`config.mk`:
```
export PLATFORM = sky130hd
export DESIGN_NAME = csi2_packet_parser
export DESIGN_NICKNAME = d
export VERILOG_FILES = /design/src/rtl/csi2_packet_parser.sv
export SDC_FILE = /design/constraint.sdc
export NUM_CORES = 1
export LEC_CHECK = 0
export BUFFER_PORTS_ARGS = -buffer_cell sky130_fd_sc_hd__buf_2
export CAP_MARGIN = 10
export CORE_MARGIN = 4
export CORE_UTILIZATION = 58
export CTS_CLUSTER_DIAMETER = 120
export CTS_CLUSTER_SIZE = 30
export DETAILED_ROUTE_END_ITERATION = 6
export GPL_ROUTABILITY_DRIVEN = 0
export HOLD_SLACK_MARGIN = 0.03
export PLACE_DENSITY = 0.82
export SKIP_LAST_GASP = 1
export SYNTH_ARGS = -nofsm -noshare
export SYNTH_HDL_FRONTEND = slang
export SYNTH_SLANG_ARGS = --single-unit
```
`constraint.sdc`:
```
create_clock -name clock -period 2.54 [get_ports clock]
set_input_delay 0 -clock clock [delete_from_list [all_inputs] [get_ports clock]]
set_output_delay 0 -clock clock [all_outputs]
set_load 0.05 [all_outputs]
```
`src/rtl/csi2_packet_parser.sv`:
```
// CSI-2 single-lane packet parser: frames the received byte stream into packets,
// decodes the header, streams long-packet payload and checks the CRC-16 footer.
module csi2_packet_parser #(
  parameter int CHECK_CRC = 1
) (
  input  logic        clock,
  input  logic        reset,
  input  logic [7:0]  data,
  input  logic        enable,
  input  logic        lane_active,
  output logic        header_valid,
  output logic [1:0]  virtual_channel,
  output logic [5:0]  data_type,
  output logic [15:0] word_count,
  output logic [7:0]  ecc,
  output logic        frame_start,
  output logic        frame_end,
  output logic        line_start,
  output logic        line_end,
  output logic [7:0]  payload_data,
  output logic        payload_valid,
  output logic        packet_done,
  output logic        crc_error,
  output logic        packet_aborted
);

  typedef enum logic [1:0] {HEADER = 2'd0, PAYLOAD = 2'd1, FOOTER = 2'd2} state_t;

  // Reflected CRC-16 (0x8408), one byte shifted in LSB first.
  function automatic logic [15:0] crc16_byte(input logic [15:0] crc_in, input logic [7:0] b);
    logic [15:0] c;
    c = crc_in;
    for (int i = 0; i < 8; i++) begin
      if (c[0] ^ b[i]) c = (c >> 1) ^ 16'h8408;
      else             c = c >> 1;
    end
    return c;
  endfunction

  state_t      state_q, state_d;
  logic [1:0]  idx_q, idx_d;
  logic [15:0] remaining_q, remaining_d;
  logic [7:0]  b0_q, b0_d, b1_q, b1_d, b2_q, b2_d, crc_lo_q, crc_lo_d;
  logic [15:0] crc_q, crc_d;

  logic        header_valid_q, header_valid_d;
  logic [1:0]  vc_q, vc_d;
  logic [5:0]  dt_q, dt_d;
  logic [15:0] wc_q, wc_d;
  logic [7:0]  ecc_q, ecc_d;
  logic        fs_q, fs_d, fe_q, fe_d, ls_q, ls_d, le_q, le_d;
  logic [7:0]  payload_data_q, payload_data_d;
  logic        payload_valid_q, payload_valid_d;
  logic        packet_done_q, packet_done_d;
  logic        crc_error_q, crc_error_d;
  logic        packet_aborted_q, packet_aborted_d;

  logic [5:0]  hdr_dt;
  logic [15:0] hdr_wc;
  assign hdr_dt = b0_q[5:0];
  assign hdr_wc = {b2_q, b1_q};

  always_ff @(posedge clock or negedge reset) begin
    if (!reset) begin
      state_q          <= HEADER;
      idx_q            <= 2'd0;
      remaining_q      <= 16'd0;
      b0_q             <= 8'd0;
      b1_q             <= 8'd0;
      b2_q             <= 8'd0;
      crc_lo_q         <= 8'd0;
      header_valid_q   <= 1'b0;
      vc_q             <= 2'd0;
      dt_q             <= 6'd0;
      wc_q             <= 16'd0;
      ecc_q            <= 8'd0;
      fs_q             <= 1'b0;
      fe_q             <= 1'b0;
      ls_q             <= 1'b0;
      le_q             <= 1'b0;
      payload_data_q   <= 8'd0;
      payload_valid_q  <= 1'b0;
      packet_done_q    <= 1'b0;
      crc_error_q      <= 1'b0;
      packet_aborted_q <= 1'b0;
    end else begin
      state_q          <= state_d;
      idx_q            <= idx_d;
      remaining_q      <= remaining_d;
      b0_q             <= b0_d;
      b1_q             <= b1_d;
      b2_q             <= b2_d;
      crc_lo_q         <= crc_lo_d;
      header_valid_q   <= header_valid_d;
      vc_q             <= vc_d;
      dt_q             <= dt_d;
      wc_q             <= wc_d;
      ecc_q            <= ecc_d;
      fs_q             <= fs_d;
      fe_q             <= fe_d;
      ls_q             <= ls_d;
      le_q             <= le_d;
      payload_data_q   <= payload_data_d;
      payload_valid_q  <= payload_valid_d;
      packet_done_q    <= packet_done_d;
      crc_error_q      <= crc_error_d;
      packet_aborted_q <= packet_aborted_d;
    end
  end

  generate
    if (CHECK_CRC != 0) begin : g_crc
      always_ff @(posedge clock or negedge reset) begin
        if (!reset) crc_q <= 16'hFFFF;
        else        crc_q <= crc_d;
      end
    end else begin : g_no_crc
      assign crc_q = 16'hFFFF;
    end
  endgenerate

  // Next-state: framing position within the packet.
  always_comb begin
    state_d     = state_q;
    idx_d       = idx_q;
    remaining_d = remaining_q;
    if (!lane_active) begin
      state_d     = HEADER;
      idx_d       = 2'd0;
      remaining_d = 16'd0;
    end else if (enable) begin
      case (state_q)
        HEADER: begin
          idx_d = idx_q + 2'd1;
          if (idx_q == 2'd3) begin
            idx_d = 2'd0;
            if (hdr_dt <= 6'h0F) begin
              state_d = HEADER;
            end else if (hdr_wc == 16'd0) begin
              state_d = FOOTER;
            end else begin
              state_d     = PAYLOAD;
              remaining_d = hdr_wc;
            end
          end
        end
        PAYLOAD: begin
          remaining_d = remaining_q - 16'd1;
          if (remaining_q == 16'd1) begin
            state_d = FOOTER;
            idx_d   = 2'd0;
          end
        end
        FOOTER: begin
          if (idx_q == 2'd1) begin
            state_d = HEADER;
            idx_d   = 2'd0;
          end else begin
            idx_d = idx_q + 2'd1;
          end
        end
        default: begin
          state_d = HEADER;
          idx_d   = 2'd0;
        end
      endcase
    end
  end

  // Outputs and datapath: header capture, payload forward, CRC accumulate/compare.
  always_comb begin
    b0_d             = b0_q;
    b1_d             = b1_q;
    b2_d             = b2_q;
    crc_lo_d         = crc_lo_q;
    crc_d            = crc_q;
    header_valid_d   = 1'b0;
    vc_d             = vc_q;
    dt_d             = dt_q;
    wc_d             = wc_q;
    ecc_d            = ecc_q;
    fs_d             = 1'b0;
    fe_d             = 1'b0;
    ls_d             = 1'b0;
    le_d             = 1'b0;
    payload_data_d   = payload_data_q;
    payload_valid_d  = 1'b0;
    packet_done_d    = 1'b0;
    crc_error_d      = 1'b0;
    packet_aborted_d = 1'b0;
    if (!lane_active) begin
      packet_aborted_d = (state_q != HEADER) || (idx_q != 2'd0);
    end else if (enable) begin
      case (state_q)
        HEADER: begin
          case (idx_q)
            2'd0: b0_d = data;
            2'd1: b1_d = data;
            2'd2: b2_d = data;
            default: begin
              header_valid_d = 1'b1;
              vc_d           = b0_q[7:6];
              dt_d           = hdr_dt;
              wc_d           = hdr_wc;
              ecc_d          = data;
              crc_d          = 16'hFFFF;
              fs_d           = (hdr_dt == 6'h00);
              fe_d           = (hdr_dt == 6'h01);
              ls_d           = (hdr_dt == 6'h02);
              le_d           = (hdr_dt == 6'h03);
            end
          endcase
        end
        PAYLOAD: begin
          payload_valid_d = 1'b1;
          payload_data_d  = data;
          crc_d           = crc16_byte(crc_q, data);
        end
        FOOTER: begin
          if (idx_q == 2'd0) begin
            crc_lo_d = data;
          end else begin
            packet_done_d = 1'b1;
            crc_error_d   = (CHECK_CRC != 0) && ({data, crc_lo_q} != crc_q);
          end
        end
        default: ;
      endcase
    end
  end

  assign header_valid    = header_valid_q;
  assign virtual_channel = vc_q;
  assign data_type       = dt_q;
  assign word_count      = wc_q;
  assign ecc             = ecc_q;
  assign frame_start     = fs_q;
  assign frame_end       = fe_q;
  assign line_start      = ls_q;
  assign line_end        = le_q;
  assign payload_data    = payload_data_q;
  assign payload_valid   = payload_valid_q;
  assign packet_done     = packet_done_q;
  assign crc_error       = crc_error_q;
  assign packet_aborted  = packet_aborted_q;

endmodule

```
==> results_dict.tcl <==
set metrics [dict create \
    status "complete, no violations" \
    timing.fmax_mhz 437 \
    grt_pass1_wl_microns 22700 \
    fin_nets 581 \
    portBuffers 60 \
    dpl_cell_area_sq_mm 0.00594 \
    setup-violations-final 0 \
    grt_pass1_vias 4480 \
    grt_max_degree 60 \
    hold_viol_final 0 \
    initial_core_util_pct 59.8 \
    cp_top_family "simple AND/OR/NAND/NOR gates" \
    finalClockSkew_ns 0.00618 \
    path_buf_inv 1 \
    drc_errors 0 \
    synth_mux_area_share_pct 13.8 \
    vdd_ir_drop_max_mv 0.616 \
    rsz0062_at_grt "false" \
    syn_nets 514 \
    clk_pin_slew_ns 0.06 \
    finalMaxSlewViolations 0 \
    final_area_sq_mm 0.00663 \
    clk_latency_ns 0.52 \
    relSlewSlack_pct 49.5 \
    finalWirelength_microns 13500 \
    cts_root_buf "clkbuf_8" \
    post_drt_wl_per_cell_microns 19.2 \
    numClockSinks 117 \
    synth-seq-cells 117 \
    via_per_inst 5.99 \
    rows 35 \
    path_class "flip-flop to flip-flop" \
    worstPathRequired_ns 2.96 \
    clockBufferDepth 2 \
    leakage_nw 3.22 \
    cts_inserted_buffers 17 \
    die-width_microns 106 \
    drt_iter0_markers 299 \
    antenna_found_initial 0 \
    mostFrequentLayoutCells "dfrtp_1 (101), mux2_2 (65), buf_2 (59)" \
    grtUsageTotal_pct 26.0 \
    drt_first_pass_iters 5 \
    nFillCells 625 \
    critPathMaxFanout 14 \
    holdBufCountCts 11 \
    cts_tree "built" \
    ys_warn_count 0 \
    cpMaxStageDelayCell "or4_1" \
    core_sq_mm 0.00924 \
    cts_setup_buffers 0 \
    pin_count 61 \
    synth_flop_cell "dfrtp_1" \
    place_hpwl_microns 9000 \
    worstPathArrival_ns 2.71 \
    synth_top_family_by_area "multiplexers" \
    synth-simple-area-share_pct 13.7 \
    synth_edf_count 0 \
    ctsResizeCount 0 \
    synth-compound-area-share_pct 8.10 \
    diodes 0 \
    synthXorXnorAreaFrac_pct 6.34 \
    layout_commonest_cell "dfrtp_1" \
    synth_adder_area_share_pct 1.81 \
    overflow 0 \
    syn_avg_cell_area_sq_um 11.2 \
    die_area_sq_mm 0.0112 \
    slowest_delay_ns 0.54 \
    netlist_instances 494 \
    syn2layout_area_growth_pct 19.9 \
    worst_pin_slew_ns 0.757 \
    netlist-cell-type-count 50 \
    worst_setup_path_end_kind "flip-flop" \
    die_h_microns 106 \
    start_kind "flip-flop" \
    drive_gt1_share_pct 33.4 \
    critical_path.cell_chain "nor4bb_1, buf_4, nand2_2, or4_1, nor3b_1" \
    fin_crit_sh_pct 90.1 \
    fin_tns_setup_ns 0 \
    syn_area_sq_mm 0.00553 \
    synthArstFlopShare_pct 100 \
    max_cap_viol_count 0 \
    htreeDepth 4 \
    power.density_cell_area_mw_per_mm2 935 \
    via_count 4211 \
    ys_seq_area_share_pct 53.3 \
    hp-class "input port to asynchronous set/reset pin" \
    min_period_ns 2.29 \
    antenna_left 0 \
]
## path summary, 6_finish.rpt
path | to | start | slack (ns) | cells after the start
max in group asynchronous | crc_q[11] | reset | 1.69 | 3
min in group clock | payload_data[5] | data[5] | 0.38 | 4
max reg2reg | frame_end | state_q[0] | 0.25 | 5
min | word_count[10] | reset | 0.1 | 2
min reg2reg | payload_data[3] | payload_data[3] | 0.48 | 2
max | frame_end | state_q[0] | 0.25 | 5
## area by class of cell
type | count | area [sq um] | share of cell area (%)
multi-input cells | 337 | 2420 | 36.5
flip-flops and latches | 117 | 2950 | 44.5
well taps | 129 | 161 | 2.44
inverters | 8 | 30.0 | 0.453
clock buffers | 18 | 428 | 6.46
clock inverters | 14 | 150 | 2.27
repair buffers | 80 | 493 | 7.44
## where the power goes
group	switching [mW]	internal, mW	total, mW
combinational	0.728	0.589	1.32
sequential	0.335	2.23	2.57
clock	0.884	1.43	2.31
## cells in the mapped netlist (6+ instances only)
library cell	number	area (sq um)
nor4_1	7	43.8
nand2_1	54	203
dfstp_2	16	420
nand4_1	6	37.5
buf_1	6	22.5
o21ai_0	11	55.1
ha_1	8	100
nand3_1	28	140
xnor2_1	35	307
nor3_1	6	30.0
mux2_2	65	732
dfrtp_1	101	2530
inv_1	8	30.0
nor2_1	23	86.3
a21oi_1	23	115
clkbuf_1	21	78.8
## worst register-to-register path, cell delays in order (launching register included)
cell and delay [ns]:
dfrtp_1 0.53, nor4bb_1 0.52, buf_4 0.22, nand2_2 0.13
or4_1 0.54, nor3b_1 0.25
## routing by layer
layer,vias to the layer above,wire [microns],global-route usage [%]
met1,2121,5400,32.6
li1,1876,-,-
met5,-,0,0
met4,0,556,11.9
met2,171,6800,43.0
met3,43,764,5.88
## metrics by stage
step | instances | hold slack, ns | setup WS, ns | utilization [%] | power [mW]
after floorplan | 494 | -0.296 | 0.689 | - | 3.48
after global placement | 660 | 0.111 | 0.625 | 64.3 | 3.79
after detailed placement | 660 | 0.119 | 0.486 | 64.3 | 3.87
after CTS | 703 | 0.122 | 0.301 | 71.7 | 6.21
after global routing | 703 | 0.163 | 0.204 | 71.7 | 6.46
final | 703 | 0.0982 | 0.253 | 71.7 | 6.20
## cell families after synthesis
| logic type | count (synthesis) |
|---|---|
| AOI/OAI and AO/OA | 68 |
| DFF | 117 |
| xor gates and xnor gates | 40 |
| adders and majority gates | 8 |
| buffers and inverters | 40 |
| and+or+nand+nor | 153 |
| muxes | 68 |
Note: power is estimated with default switching activity, not from simulation.
